## config.mk

```make
export PLATFORM = sky130hd
export DESIGN_NAME = usb_rx_txn_ctrl_flat
export DESIGN_NICKNAME = d
export VERILOG_FILES = /design/src/rtl/usb_rx_txn_ctrl_if.sv /design/src/rtl/usb_rx_txn_ctrl.sv /design/src/flat_wrapper.sv
export SDC_FILE = /design/constraint.sdc
export NUM_CORES = 1
export LEC_CHECK = 0
export CORE_MARGIN = 10
export CORE_UTILIZATION = 35
export CTS_CLUSTER_DIAMETER = 30
export DETAILED_ROUTE_END_ITERATION = 8
export SYNTH_ARGS = -nofsm -noshare
export SYNTH_HDL_FRONTEND = slang
export SYNTH_SLANG_ARGS = --single-unit
```

## constraint.sdc

```tcl
create_clock -name clk_i -period 2.53 [get_ports clk_i]
set_input_delay 0.253 -clock clk_i [delete_from_list [all_inputs] [get_ports clk_i]]
set_output_delay 0.253 -clock clk_i [all_outputs]
set_load 0.02 [all_outputs]
```

## src/rtl/usb_rx_txn_ctrl_if.sv

```systemverilog
// -----------------------------------------------------------------------------
// usb_rx_txn_ctrl_if
// Bus bundle between the USB receive decoder / UTMI transmit path and the
// device transaction sequencer.
//   rx_pid        : PID of the current/last received packet (held after EOP)
//   rx_dev_addr   : token address field
//   rx_endp       : token endpoint field
//   rx_crc_valid  : CRC status, valid in the rx_packet_eop cycle
//   rx_packet_eop : one-cycle end-of-packet strobe
//   hs_req/hs_pid : handshake request and PID, held until hs_ack
//   in_req/in_pid : IN data request and DATA PID, held until in_ack
// Modports: master = sequencer, slave = receiver/transmitter side.
// -----------------------------------------------------------------------------
interface usb_rx_txn_ctrl_if;
   logic [3:0] rx_pid;
   logic [6:0] rx_dev_addr;
   logic [3:0] rx_endp;
   logic       rx_crc_valid;
   logic       rx_packet_eop;
   logic       hs_req;
   logic [3:0] hs_pid;
   logic       hs_ack;
   logic       in_req;
   logic [3:0] in_pid;
   logic       in_ack;

   modport master (
      input  rx_pid, rx_dev_addr, rx_endp, rx_crc_valid, rx_packet_eop,
      input  hs_ack, in_ack,
      output hs_req, hs_pid, in_req, in_pid
   );

   modport slave (
      output rx_pid, rx_dev_addr, rx_endp, rx_crc_valid, rx_packet_eop,
      output hs_ack, in_ack,
      input  hs_req, hs_pid, in_req, in_pid
   );
endinterface

```

## src/rtl/usb_rx_txn_ctrl.sv

```systemverilog
// -----------------------------------------------------------------------------
// usb_rx_txn_ctrl
// Device-side USB transaction sequencer. Accepts OUT/IN/SETUP tokens for this
// device, tracks per-endpoint DATA0/DATA1 toggles, decides ACK/NAK/STALL,
// requests handshakes or IN data from the transmitter and commits/discards
// received OUT/SETUP payloads.
// Ports:
//   clk_i, rst_i          : clock, synchronous active-high reset
//   usb_reset_i           : bus reset, same effect as rst_i
//   dev_addr_cfg_i        : assigned device address
//   ep_enable_i/ep_stall_i: per-endpoint enable / halt
//   ep_rx_ready_i         : OUT buffer has room for one max packet
//   ep_tx_ready_i         : IN buffer holds a packet
//   bus                   : rx decode inputs and tx request/ack (master side)
//   cur_ep_o              : endpoint of the active transaction
//   out_commit_o/out_discard_o, setup_rcvd_o, in_done_o, in_retry_o : pulses
// -----------------------------------------------------------------------------
module usb_rx_txn_ctrl #(
   parameter int NUM_EP      = 4,
   parameter int TIMEOUT_CYC = 400
) (
   input  logic                 clk_i,
   input  logic                 rst_i,
   input  logic                 usb_reset_i,
   input  logic [6:0]           dev_addr_cfg_i,
   input  logic [NUM_EP-1:0]    ep_enable_i,
   input  logic [NUM_EP-1:0]    ep_stall_i,
   input  logic [NUM_EP-1:0]    ep_rx_ready_i,
   input  logic [NUM_EP-1:0]    ep_tx_ready_i,
   usb_rx_txn_ctrl_if.master    bus,
   output logic [3:0]           cur_ep_o,
   output logic                 out_commit_o,
   output logic                 out_discard_o,
   output logic                 setup_rcvd_o,
   output logic                 in_done_o,
   output logic                 in_retry_o
);

   localparam int CNT_W = (TIMEOUT_CYC > 1) ? $clog2(TIMEOUT_CYC) : 1;
   localparam logic [CNT_W-1:0] CNT_LAST = CNT_W'(TIMEOUT_CYC - 1);

   localparam logic [3:0] PID_OUT   = 4'b0001;
   localparam logic [3:0] PID_IN    = 4'b1001;
   localparam logic [3:0] PID_SETUP = 4'b1101;
   localparam logic [3:0] PID_DATA0 = 4'b0011;
   localparam logic [3:0] PID_DATA1 = 4'b1011;
   localparam logic [3:0] PID_ACK   = 4'b0010;
   localparam logic [3:0] PID_NAK   = 4'b1010;
   localparam logic [3:0] PID_STALL = 4'b1110;

   typedef enum logic [2:0] {
      S_IDLE,
      S_WAIT_DATA,
      S_SEND_HS,
      S_SEND_IN,
      S_WAIT_HS
   } state_e;

   typedef enum logic [1:0] {
      TOK_OUT,
      TOK_IN,
      TOK_SETUP
   } tok_e;

   state_e            state_q;
   tok_e              tok_q;
   logic [NUM_EP-1:0] toggle_q;
   logic [CNT_W-1:0]  cnt_q;
   logic              hs_req_q;
   logic [3:0]        hs_pid_q;
   logic              in_req_q;
   logic [3:0]        in_pid_q;
   logic [3:0]        cur_ep_q;
   logic              out_commit_q;
   logic              out_discard_q;
   logic              setup_rcvd_q;
   logic              in_done_q;
   logic              in_retry_q;

   // Per-endpoint vectors widened to the full 4-bit endpoint space so they can
   // be indexed directly by rx_endp/cur_ep; unimplemented endpoints read as 0.
   logic [15:0]       ep_enable_x;
   logic [15:0]       ep_stall_x;
   logic [15:0]       ep_rx_ready_x;
   logic [15:0]       ep_tx_ready_x;
   logic [15:0]       toggle_x;
   logic [NUM_EP-1:0] cur_mask;

   assign ep_enable_x   = 16'(ep_enable_i);
   assign ep_stall_x    = 16'(ep_stall_i);
   assign ep_rx_ready_x = 16'(ep_rx_ready_i);
   assign ep_tx_ready_x = 16'(ep_tx_ready_i);
   assign toggle_x      = 16'(toggle_q);
   assign cur_mask      = NUM_EP'(16'h0001 << cur_ep_q);

   logic tok_pid_ok;
   logic tok_ok;
   logic data_ok;
   logic data_is_d1;

   assign tok_pid_ok = (bus.rx_pid == PID_OUT) || (bus.rx_pid == PID_IN) ||
                       (bus.rx_pid == PID_SETUP);
   assign tok_ok     = bus.rx_packet_eop && bus.rx_crc_valid && tok_pid_ok &&
                       (bus.rx_dev_addr == dev_addr_cfg_i) &&
                       (32'(bus.rx_endp) < NUM_EP) && ep_enable_x[bus.rx_endp];
   assign data_ok    = bus.rx_crc_valid &&
                       ((bus.rx_pid == PID_DATA0) || (bus.rx_pid == PID_DATA1));
   assign data_is_d1 = (bus.rx_pid == PID_DATA1);

   // NOTE: all state, including the toggle vector, is updated with
   // non-blocking assignments so every branch sees pre-edge values.
   always_ff @(posedge clk_i) begin
      if (rst_i || usb_reset_i) begin
         state_q       <= S_IDLE;
         tok_q         <= TOK_OUT;
         toggle_q      <= '0;
         cnt_q         <= '0;
         hs_req_q      <= 1'b0;
         hs_pid_q      <= '0;
         in_req_q      <= 1'b0;
         in_pid_q      <= '0;
         cur_ep_q      <= '0;
         out_commit_q  <= 1'b0;
         out_discard_q <= 1'b0;
         setup_rcvd_q  <= 1'b0;
         in_done_q     <= 1'b0;
         in_retry_q    <= 1'b0;
      end else begin
         // Status outputs are single-cycle pulses unless a branch sets them.
         out_commit_q  <= 1'b0;
         out_discard_q <= 1'b0;
         setup_rcvd_q  <= 1'b0;
         in_done_q     <= 1'b0;
         in_retry_q    <= 1'b0;

         case (state_q)
            S_IDLE: begin
               if (tok_ok) begin
                  cur_ep_q <= bus.rx_endp;
                  cnt_q    <= '0;
                  if (bus.rx_pid == PID_IN) begin
                     tok_q <= TOK_IN;
                     if (ep_stall_x[bus.rx_endp]) begin
                        hs_pid_q <= PID_STALL;
                        hs_req_q <= 1'b1;
                        state_q  <= S_SEND_HS;
                     end else if (!ep_tx_ready_x[bus.rx_endp]) begin
                        hs_pid_q <= PID_NAK;
                        hs_req_q <= 1'b1;
                        state_q  <= S_SEND_HS;
                     end else begin
                        in_pid_q <= toggle_x[bus.rx_endp] ? PID_DATA1 : PID_DATA0;
                        in_req_q <= 1'b1;
                        state_q  <= S_SEND_IN;
                     end
                  end else begin
                     tok_q   <= (bus.rx_pid == PID_SETUP) ? TOK_SETUP : TOK_OUT;
                     state_q <= S_WAIT_DATA;
                  end
               end
            end

            S_WAIT_DATA: begin
               // An EOP in the expiry cycle is processed as a packet.
               if (bus.rx_packet_eop) begin
                  if (!data_ok) begin
                     out_discard_q <= 1'b1;
                     state_q       <= S_IDLE;
                  end else if (tok_q == TOK_SETUP) begin
                     // SETUP bypasses halt and buffer-ready and always resets
                     // the endpoint toggle so the data stage starts at DATA1.
                     if (!data_is_d1) begin
                        out_commit_q <= 1'b1;
                        setup_rcvd_q <= 1'b1;
                        toggle_q     <= toggle_q | cur_mask;
                        hs_pid_q     <= PID_ACK;
                        hs_req_q     <= 1'b1;
                        state_q      <= S_SEND_HS;
                     end else begin
                        out_discard_q <= 1'b1;
                        state_q       <= S_IDLE;
                     end
                  end else if (ep_stall_x[cur_ep_q]) begin
                     out_discard_q <= 1'b1;
                     hs_pid_q      <= PID_STALL;
                     hs_req_q      <= 1'b1;
                     state_q       <= S_SEND_HS;
                  end else if (!ep_rx_ready_x[cur_ep_q]) begin
                     out_discard_q <= 1'b1;
                     hs_pid_q      <= PID_NAK;
                     hs_req_q      <= 1'b1;
                     state_q       <= S_SEND_HS;
                  end else begin
                     // A toggle mismatch is a host retry of a packet we already
                     // kept: drop it but still ACK so the host moves on.
                     if (data_is_d1 == toggle_x[cur_ep_q]) begin
                        out_commit_q <= 1'b1;
                        toggle_q     <= toggle_q ^ cur_mask;
                     end else begin
                        out_discard_q <= 1'b1;
                     end
                     hs_pid_q <= PID_ACK;
                     hs_req_q <= 1'b1;
                     state_q  <= S_SEND_HS;
                  end
               end else if (cnt_q == CNT_LAST) begin
                  out_discard_q <= 1'b1;
                  state_q       <= S_IDLE;
               end else begin
                  cnt_q <= cnt_q + 1'b1;
               end
            end

            S_SEND_HS: begin
               if (bus.hs_ack) begin
                  hs_req_q <= 1'b0;
                  state_q  <= S_IDLE;
               end
            end

            S_SEND_IN: begin
               if (bus.in_ack) begin
                  in_req_q <= 1'b0;
                  cnt_q    <= '0;
                  state_q  <= S_WAIT_HS;
               end
            end

            S_WAIT_HS: begin
               if (bus.rx_packet_eop) begin
                  if ((bus.rx_pid == PID_ACK) && bus.rx_crc_valid) begin
                     toggle_q  <= toggle_q ^ cur_mask;
                     in_done_q <= 1'b1;
                  end else begin
                     in_retry_q <= 1'b1;
                  end
                  state_q <= S_IDLE;
               end else if (cnt_q == CNT_LAST) begin
                  in_retry_q <= 1'b1;
                  state_q    <= S_IDLE;
               end else begin
                  cnt_q <= cnt_q + 1'b1;
               end
            end

            default: state_q <= S_IDLE;
         endcase
      end
   end

   assign bus.hs_req    = hs_req_q;
   assign bus.hs_pid    = hs_pid_q;
   assign bus.in_req    = in_req_q;
   assign bus.in_pid    = in_pid_q;
   assign cur_ep_o      = cur_ep_q;
   assign out_commit_o  = out_commit_q;
   assign out_discard_o = out_discard_q;
   assign setup_rcvd_o  = setup_rcvd_q;
   assign in_done_o     = in_done_q;
   assign in_retry_o    = in_retry_q;

endmodule

```

## src/flat_wrapper.sv

```systemverilog
// flat-port wrapper written by rule: the top's interface ports become plain ports
module usb_rx_txn_ctrl_flat 
#(
   parameter int NUM_EP      = 4,
   parameter int TIMEOUT_CYC = 400
)
  (clk_i, rst_i, usb_reset_i, dev_addr_cfg_i, ep_enable_i, ep_stall_i, ep_rx_ready_i, ep_tx_ready_i, cur_ep_o, out_commit_o, out_discard_o, setup_rcvd_o, in_done_o, in_retry_o, bus_rx_pid, bus_rx_dev_addr, bus_rx_endp, bus_rx_crc_valid, bus_rx_packet_eop, bus_hs_ack, bus_in_ack, bus_hs_req, bus_hs_pid, bus_in_req, bus_in_pid);
  usb_rx_txn_ctrl_if bus_i ();
  input  logic clk_i;
  input  logic rst_i;
  input  logic usb_reset_i;
  input  logic [6:0] dev_addr_cfg_i;
  input  logic [NUM_EP-1:0] ep_enable_i;
  input  logic [NUM_EP-1:0] ep_stall_i;
  input  logic [NUM_EP-1:0] ep_rx_ready_i;
  input  logic [NUM_EP-1:0] ep_tx_ready_i;
  output logic [3:0] cur_ep_o;
  output logic out_commit_o;
  output logic out_discard_o;
  output logic setup_rcvd_o;
  output logic in_done_o;
  output logic in_retry_o;
  input wire logic [$bits(bus_i.rx_pid)-1:0] bus_rx_pid;
  input wire logic [$bits(bus_i.rx_dev_addr)-1:0] bus_rx_dev_addr;
  input wire logic [$bits(bus_i.rx_endp)-1:0] bus_rx_endp;
  input wire logic [$bits(bus_i.rx_crc_valid)-1:0] bus_rx_crc_valid;
  input wire logic [$bits(bus_i.rx_packet_eop)-1:0] bus_rx_packet_eop;
  input wire logic [$bits(bus_i.hs_ack)-1:0] bus_hs_ack;
  input wire logic [$bits(bus_i.in_ack)-1:0] bus_in_ack;
  output wire logic [$bits(bus_i.hs_req)-1:0] bus_hs_req;
  output wire logic [$bits(bus_i.hs_pid)-1:0] bus_hs_pid;
  output wire logic [$bits(bus_i.in_req)-1:0] bus_in_req;
  output wire logic [$bits(bus_i.in_pid)-1:0] bus_in_pid;
  assign bus_i.rx_pid = bus_rx_pid;
  assign bus_i.rx_dev_addr = bus_rx_dev_addr;
  assign bus_i.rx_endp = bus_rx_endp;
  assign bus_i.rx_crc_valid = bus_rx_crc_valid;
  assign bus_i.rx_packet_eop = bus_rx_packet_eop;
  assign bus_i.hs_ack = bus_hs_ack;
  assign bus_i.in_ack = bus_in_ack;
  assign bus_hs_req = bus_i.hs_req;
  assign bus_hs_pid = bus_i.hs_pid;
  assign bus_in_req = bus_i.in_req;
  assign bus_in_pid = bus_i.in_pid;
  usb_rx_txn_ctrl #(.NUM_EP(NUM_EP), .TIMEOUT_CYC(TIMEOUT_CYC)) u_core (.clk_i(clk_i), .rst_i(rst_i), .usb_reset_i(usb_reset_i), .dev_addr_cfg_i(dev_addr_cfg_i), .ep_enable_i(ep_enable_i), .ep_stall_i(ep_stall_i), .ep_rx_ready_i(ep_rx_ready_i), .ep_tx_ready_i(ep_tx_ready_i), .bus(bus_i), .cur_ep_o(cur_ep_o), .out_commit_o(out_commit_o), .out_discard_o(out_discard_o), .setup_rcvd_o(setup_rcvd_o), .in_done_o(in_done_o), .in_retry_o(in_retry_o));
endmodule
```

==> results of run 1 <==
final cells by class:
type | count | area, µm² | share of cell area, %
inverters | 9 | 33.8 | 1.09
clock buffers | 5 | 68.8 | 2.22
flip-flops and latches | 34 | 681 | 22.0
multi-input cells | 212 | 1500 | 48.4
well taps | 77 | 96.3 | 3.11
repair buffers | 74 | 708 | 22.9
clock inverters | 2 | 10.0 | 0.323
power by group through the flow:
stage | Combinational (mW) | Sequential [mW] | Clock (mW)
3_5_place_dp | 0.161 | 0.547 | 0
6_report | 0.161 | 0.535 | 0.392
2_1_floorplan | 0.0677 | 0.547 | 0
3_3_place_gp | 0.160 | 0.547 | 0
4_1_cts | 0.162 | 0.535 | 0.402
5_1_grt | 0.173 | 0.535 | 0.422
layer usage:
| layer | GRT usage (%) | vias up |
|---|---|---|
| met3 | 3.54 | 8 |
| li1 | - | 1143 |
| met1 | 17.1 | 1078 |
| met4 | 4.82 | 0 |
| met2 | 23.7 | 35 |
| met5 | 0 | - |
synth_stat cells (2+ instances only):
library cell	number
dfxtp_1	34
o21a_1	3
nor3b_1	3
a22oi_1	2
or3_1	2
xnor2_1	7
nand2_1	15
o2111ai_1	2
nor2_1	21
nor4b_1	2
mux2i_1	5
nand2b_1	4
ha_1	5
nand4b_1	2
buf_4	4
buf_2	4
a31oi_1	10
o31ai_1	4
o21ai_0	19
nor4_1	2
inv_1	9
or3b_2	3
a31o_2	2
mux4_2	7
nor3_1	17
nand3_1	11
buf_6	2
nor2b_1	5
clkbuf_1	6
nand3b_1	5
and3_1	6
nand4_1	5
a21oi_1	16
and2_1	3
path summary, 6_finish.rpt:
| kind | start | end | slack, ns | cells after the start |
|---|---|---|---|---|
| max | bus_rx_endp[0] | u_core.bus.in_pid[3] | 0.43 | 7 |
| min | u_core.bus.hs_pid[1] | u_core.bus.hs_pid[1] | 0.47 | 1 |
| max reg2reg | u_core.cur_ep_o[0] | u_core.out_commit_o | 0.52 | 6 |
| min reg2reg | u_core.bus.hs_pid[1] | u_core.bus.hs_pid[1] | 0.47 | 1 |
worst register-to-register path, stage by stage, from the launching register on:
cell     delay, ns
dfxtp_1       0.36
buf_4         0.19
mux4_2        0.52
and3_1        0.21
o41a_1        0.34
nor2_1        0.13
and3_1        0.19
flip-flops by register name (all words and copies together), names as in the netlist, 2 cells and up:
name and flops:
u_core.toggle_q 4, u_core.bus.in_pid 2, u_core.bus.hs_pid 3, u_core.state_q 3, u_core.tok_q 2, u_core.cur_ep_o 4
u_core.cnt_q 9
logic make-up (layout without fill, tap and decap cells):
kind of cell	Yosys count	count (layout)
AND/OR/NAND/NOR	115	115
AO/OA/AOI/OAI	71	71
flip-flops	34	34
buffers and inverters	25	90
multiplexers	12	12
XOR/XNOR	7	7
adder cells (fa/ha/maj)	5	5
other	1	2
metrics by stage:
stage	power, mW	worst slack [ns]	hold slack [ns]	std cells	util [%]
6_report	1.09	0.427	0.471	413	48.5
5_1_grt	1.13	0.291	0.489	413	48.5
4_1_cts	1.10	0.401	0.473	413	48.5
3_5_place_dp	0.708	0.0862	0.458	406	47.3
3_3_place_gp	0.708	0.124	0.453	406	47.3
2_1_floorplan	0.615	0.452	0.383	271	-
==> key figures, run 1 <==
Outcome
  • Status: finished, final reports clean

Timing
  • Setup_tns: 0 ns
  • Top achievable clock speed: 476 MHz
  • Setup violators final: 0
  • Clock skew: 0.0116 ns
  • RSZ-0062 raised after global routing: no
  • Final Cycle Share: 83.1%
  • Post-layout min period: 2.10 ns
  • Max-Slew Margin vs Limit: 56.3%
  • Final max-slew violation count: 0
  • Worst-margin pin slew: 0.653 ns
  • Final Hold Viols: 0

Power and ir drop
  • Sw Share: 25.1%
  • Pwr per Cell Area: 351 mW/mm²
  • VDD IR max: 0.274 mV
  • Internal power: 0.815 mW
  • Sequential Power Share: 49.2%
  • Switching power: 0.273 mW
  • Leakage: 1.06 nW
  • Logic pwr share: 14.8%
  • Clock share of power: 36.1%

Critical path
  • CP Data Required Time: 2.74 ns
  • Top delay family on crit path: buffers and inverters
  • Critical path cell sequence: clkdlybuf4s50_1 -> buf_4 -> mux4_2 -> nand3b_1 -> nor2_1 -> a21boi_0 -> o21a_1
  • Crit-path max FO: 4
  • Slowest-stage cell, CP: clkdlybuf4s50_1
  • Critical Path AT: 2.31 ns
  • Crit Path Class: in2reg
  • Critical Path Sink Type: flop
  • Bufs and invs on worst path: 2
  • Startpoint types: input port
  • Largest stage delay on the critical path: 0.54 ns

Floorplan
  • Initial Utilization: 36.1%
  • Height of the die: 101 µm
  • CORE AREA: 0.00639 mm²
  • Row Count: 29
  • Die area: 0.0102 mm²
  • Number of I/O pins: 64
  • Die width: 101 µm

Clocking
  • Clock latency on the worst-skew pair: 0.30 ns
  • H-tree Lvls: 2
  • CTS tree: done
  • CTS Buffer Depth: 2
  • Clk slew on worst S/H paths: 0.08 ns
  • Hold_buf cts: 0
  • Post-CTS Setup Bufs: 0
  • PostCTS Resize Cnt: 0
  • CTS root buf: clkbuf_8
  • TritonCTS Buffers: 5
  • Sink Count: 34

Logic synthesis
  • Synthesized area per cell: 8.54 µm²
  • Yosys reg bits: 34
  • Synth top area cells: dfxtp_1 30%, mux4_2 6.8%, o21ai_0 4.1%
  • Post-synth EDFFs: 0
  • Yosys top cell area share: 29.5%
  • Post-Synth Simple-Gate Area: 29.4%
  • Yosys top cell by area: dfxtp_1
  • Cell Area, Synth: 0.00231 mm²
  • Xor-xnor portion of the synthesized cell area: 2.66%
  • Synth warn: 0
  • Mapped Cells: 270
  • Seq/Total Area, Yosys: 29.5%
  • Post-Synth Adder-Cell Area: 2.71%
  • Fraction of registers with async set/reset: 0%
  • Largest family of logic cells by synthesized area: simple AND/OR/NAND/NOR gates
  • Top FF cell, synth: dfxtp_1
  • Distinct cells, synth: 57
  • Synth Area in Compound Gates: 21.0%
  • Mux cell area share after synthesis: 9.01%

Placement
  • Placed Instance Area: 0.00302 mm²
  • Input/output buffers: 61
  • GPL Wtd Cong: 0.837
  • Dpl hpwl: 5420 µm

Routing
  • DRT iter0 DRCs: 105
  • Highest routed metal layer: met4
  • Met2 wire length: 3480 µm
  • Drt total wl: 6910 µm
  • Met3 WL post-DR: 274 µm
  • Met1 wire length: 3080 µm
  • Routed Antenna Nets: 0
  • Drt drc: 0
  • Via density: 5.48
  • Detailed Routing Iterations Pass 1: 4
  • Routed vias: 2264
  • DR WL/cell: 16.7 µm

Finish
  • Fill count: 630
  • Syn-to-layout area delta: 34.3%
  • Highest-count cells in the layout ignoring fill and taps: 61 x clkdlybuf4s50_1, 34 x dfxtp_1, 21 x nor2_1
  • Share of layout cells above drive strength 1: 12.2%
  • Final nets: 386
  • Final instance area: 0.00310 mm²
  • N_diodes: 0
  • Commonest non-fill, non-tap cell in the layout: clkdlybuf4s50_1

Global route
  • Largest net degree at the start of global routing: 21
  • Number of global-route vias before repair: 2319
  • Residual overflow from global routing: 0
  • Initial antenna violation count: 0
  • Global Route Usage Sum: 14.1%
  • First-pass GRT wire length: 11700 µm

Hold path
  • HP Class: reg2reg

Run
  • Number of max-cap violations: 0
No activity file was read; power rests on OpenSTA's default activity.
==> run 2: changes to the inputs <==
Clock period 2.53 ns to 1.9 ns, I/O delays scaled along.
==> run 2 against run 1 <==
Net effect:
- the run now ends with setup timing left
- non-clock buffer count increased by 37
- clock skew decreased by 0.0029 ns
- combinational power up 50%
- first-iteration DRC count decreased by 6.7%
- sequential power grew 33%
- sequential share of layout area decreased by 2.2 points
- flip-flop and latch count unchanged
- routed wire length is 9.5% higher
- count of clock-buffer cells in the layout up 2
- clock power rose by 45%
- total power increased by 40%
- setup slack got worse by 0.44 ns
- critical path type is now reg2reg
==> key figures, run 2 (synthesized netlist as in run 1, its figures left out) <==
Outcome
  • Status: finished with violations (was finished, final reports clean)
  • Failing checks: setup timing

Finish
  • Final instance area: 0.00347 mm² (was 0.00310 mm²)
  • Final nets: 423 (was 386)
  • Max FFs per register: 9 (unchanged)
  • Commonest non-fill, non-tap cell in the layout: clkdlybuf4s50_1 (unchanged)
  • Fill count: 610 (was 630)
  • Largest Register: u_core.cnt_q (unchanged)
  • Register Area: 686 µm² (was 681 µm²)
  • Share of layout cells above drive strength 1: 24.6% (was 12.2%)
  • Syn-to-layout area delta: 50.5% (was 34.3%)
  • Fin util: 54.3% (was 48.5%)
  • N_diodes: 0 (unchanged)
  • Highest-count cells in the layout ignoring fill and taps: 59 x clkdlybuf4s50_1, 49 x buf_4, 32 x dfxtp_1 (was 61 x clkdlybuf4s50_1, 34 x dfxtp_1, 21 x nor2_1)
  • Footprint of the multi-input gates: 0.00156 mm² (was 0.00150 mm²)

Critical path
  • Critical Path Start: u_core.cur_ep_o[0] (was bus_rx_endp[0])
  • Slowest-stage cell, CP: mux4_2 (was clkdlybuf4s50_1)
  • CP Data Required Time: 2.06 ns (was 2.74 ns)
  • Crit-path max FO: 4 (unchanged)
  • Critical path cell sequence: mux4_2 -> nand4_1 -> or4b_4 -> o21ai_2 -> a21oi_1 (was clkdlybuf4s50_1 -> buf_4 -> mux4_2 -> nand3b_1 -> nor2_1 -> a21boi_0 -> o21a_1)
  • Critical Path Sink Type: flop (unchanged)
  • Crit Path Class: reg2reg (was in2reg)
  • Worst r2r src: u_core.cur_ep_o[0] (unchanged)
  • Largest stage delay on the critical path: 0.53 ns (was 0.54 ns)
  • Critical Path AT: 2.08 ns (was 2.31 ns)
  • Startpoint types: flop (was input port)

Floorplan
  • Initial Utilization: 36.1% (unchanged)
  • Height of the die: 101 µm (unchanged)
  • Row Count: 29 (unchanged)
  • Number of I/O pins: 64 (unchanged)
  • Die width: 101 µm (unchanged)
  • Die area: 0.0102 mm² (unchanged)
  • CORE AREA: 0.00639 mm² (unchanged)

Clocking
  • CTS root buf: clkbuf_8 (unchanged)
  • CTS tree: done (unchanged)
  • Sink Count: 34 (unchanged)
  • Clock latency on the worst-skew pair: 0.29 ns (was 0.30 ns)
  • CTS Buffer Depth: 2 (unchanged)
  • H-tree Lvls: 2 (unchanged)
  • Clk slew on worst S/H paths: 0.07 ns (was 0.08 ns)
  • TritonCTS Buffers: 5 (unchanged)

Power and ir drop
  • Sw Share: 24.4% (was 25.1%)
  • Pwr per Cell Area: 439 mW/mm² (was 351 mW/mm²)
  • Internal power: 1.15 mW (was 0.815 mW)
  • VDD IR max: 0.301 mV (was 0.274 mV)
  • Logic pwr share: 15.9% (was 14.8%)
  • Sequential Power Share: 46.7% (was 49.2%)
  • Clock share of power: 37.4% (was 36.1%)
  • Leakage: 1.31 nW (was 1.06 nW)
  • Switching power: 0.372 mW (was 0.273 mW)

Routing
  • Routed vias: 2451 (was 2264)
  • Drt total wl: 7570 µm (was 6910 µm)
  • Via density: 5.43 (was 5.48)
  • Drt drc: 0 (unchanged)
  • Detailed Routing Iterations Pass 1: 4 (unchanged)
  • DRT iter0 DRCs: 98 (was 105)
  • DR WL/cell: 16.8 µm (was 16.7 µm)
  • Routed Antenna Nets: 0 (unchanged)

Global route
  • Residual overflow from global routing: 0 (unchanged)
  • Initial antenna violation count: 0 (unchanged)
  • First-pass GRT wire length: 12200 µm (was 11700 µm)
  • Largest net degree at the start of global routing: 18 (was 21)
  • Global Route Usage Sum: 14.7% (was 14.1%)
  • Number of global-route vias before repair: 2467 (was 2319)

Timing
  • Setup violators final: 3 (was 0)
  • RSZ-0062 raised after global routing: yes (was no)
  • Top achievable clock speed: 523 MHz
  • Final max-slew violation count: 0 (unchanged)
  • Fin worst setup slack: -0.0130 ns (was 0.427 ns)
  • Worst hold margin: 0.461 ns (was 0.471 ns)
  • Clock skew: 0.00862 ns (was 0.0116 ns)
  • Final Hold Viols: 0 (unchanged)
  • Final Cycle Share: 101%
  • Post-layout min period: 1.91 ns

Run
  • Number of max-cap violations: 0 (unchanged)

Placement
  • GPL Wtd Cong: 0.893 (was 0.837)
  • Input/output buffers: 61 (unchanged)
  • Placed Instance Area: 0.00331 mm² (was 0.00302 mm²)
  • Dpl hpwl: 6030 µm (was 5420 µm)

Hold path
  • HP Class: reg2reg (unchanged)
  • Hold Startpoint: u_core.bus.hs_pid[2] (was u_core.bus.hs_pid[1])
==> run 2: worst paths after layout <==
path,to,slack [ns],cells after the start
max,u_core.toggle_q[1],-0.01,5
min,u_core.bus.hs_pid[2],0.46,2
max reg2reg,u_core.toggle_q[1],-0.01,5
min reg2reg,u_core.bus.hs_pid[2],0.46,2
==> run 2: final cells by class <==
class	instances	area share, %
clock buffers	7	2.49
clock inverters	1	0.144
inverters	9	0.974
multi-input cells	212	45.0
flip-flops and latches	34	19.8
well taps	77	2.78
repair buffers	111	28.8
==> run 2: critical path, delay by kind of cell, from the launching register on <==
family / cells / cell delay, ns
multiplexers: 1 / 0.53
AND/OR/NAND/NOR: 2 / 0.66
flip-flops: 1 / 0.38
AO/OA/AOI/OAI: 2 / 0.21
==> run 2: power groups by stage <==
stage               logic, mW  registers [mW]  clock network, mW
floorplan              0.0902           0.727                  0
detailed placement      0.238           0.727                  0
global placement        0.235           0.727                  0
global route            0.259           0.710              0.611
finish                  0.242           0.711              0.569
CTS                     0.239           0.711              0.580
==> run 2: through the flow <==
step                      instances  setup TNS, ns  power, mW  worst slack (ns)
after floorplan                 271         -0.108      0.817           -0.0505
after detailed placement        440          -7.69      0.965            -0.459
after CTS                       449       -0.00814       1.53          -0.00814
final                           451        -0.0193       1.52           -0.0130
after global placement          440          -7.44      0.962            -0.437
after global routing            451         -0.290       1.58           -0.0759
==> run 2: repair_timing <==
action	4_1_cts	5_1_grt
gates resized for setup	2	11
pin swaps	2	3
buffers inserted	1	2
endpoints found under the setup margin	10	12
hold buffers	0	0
==> run 2: per-layer routing <==
layer	global-route usage [%]	up-vias	part of all wire (%)
li1	-	1227	-
met1	16.6	1158	40
met2	26.6	56	54
met3	4.08	10	4.9
met4	3.43	0	1.1
met5	0	-	0
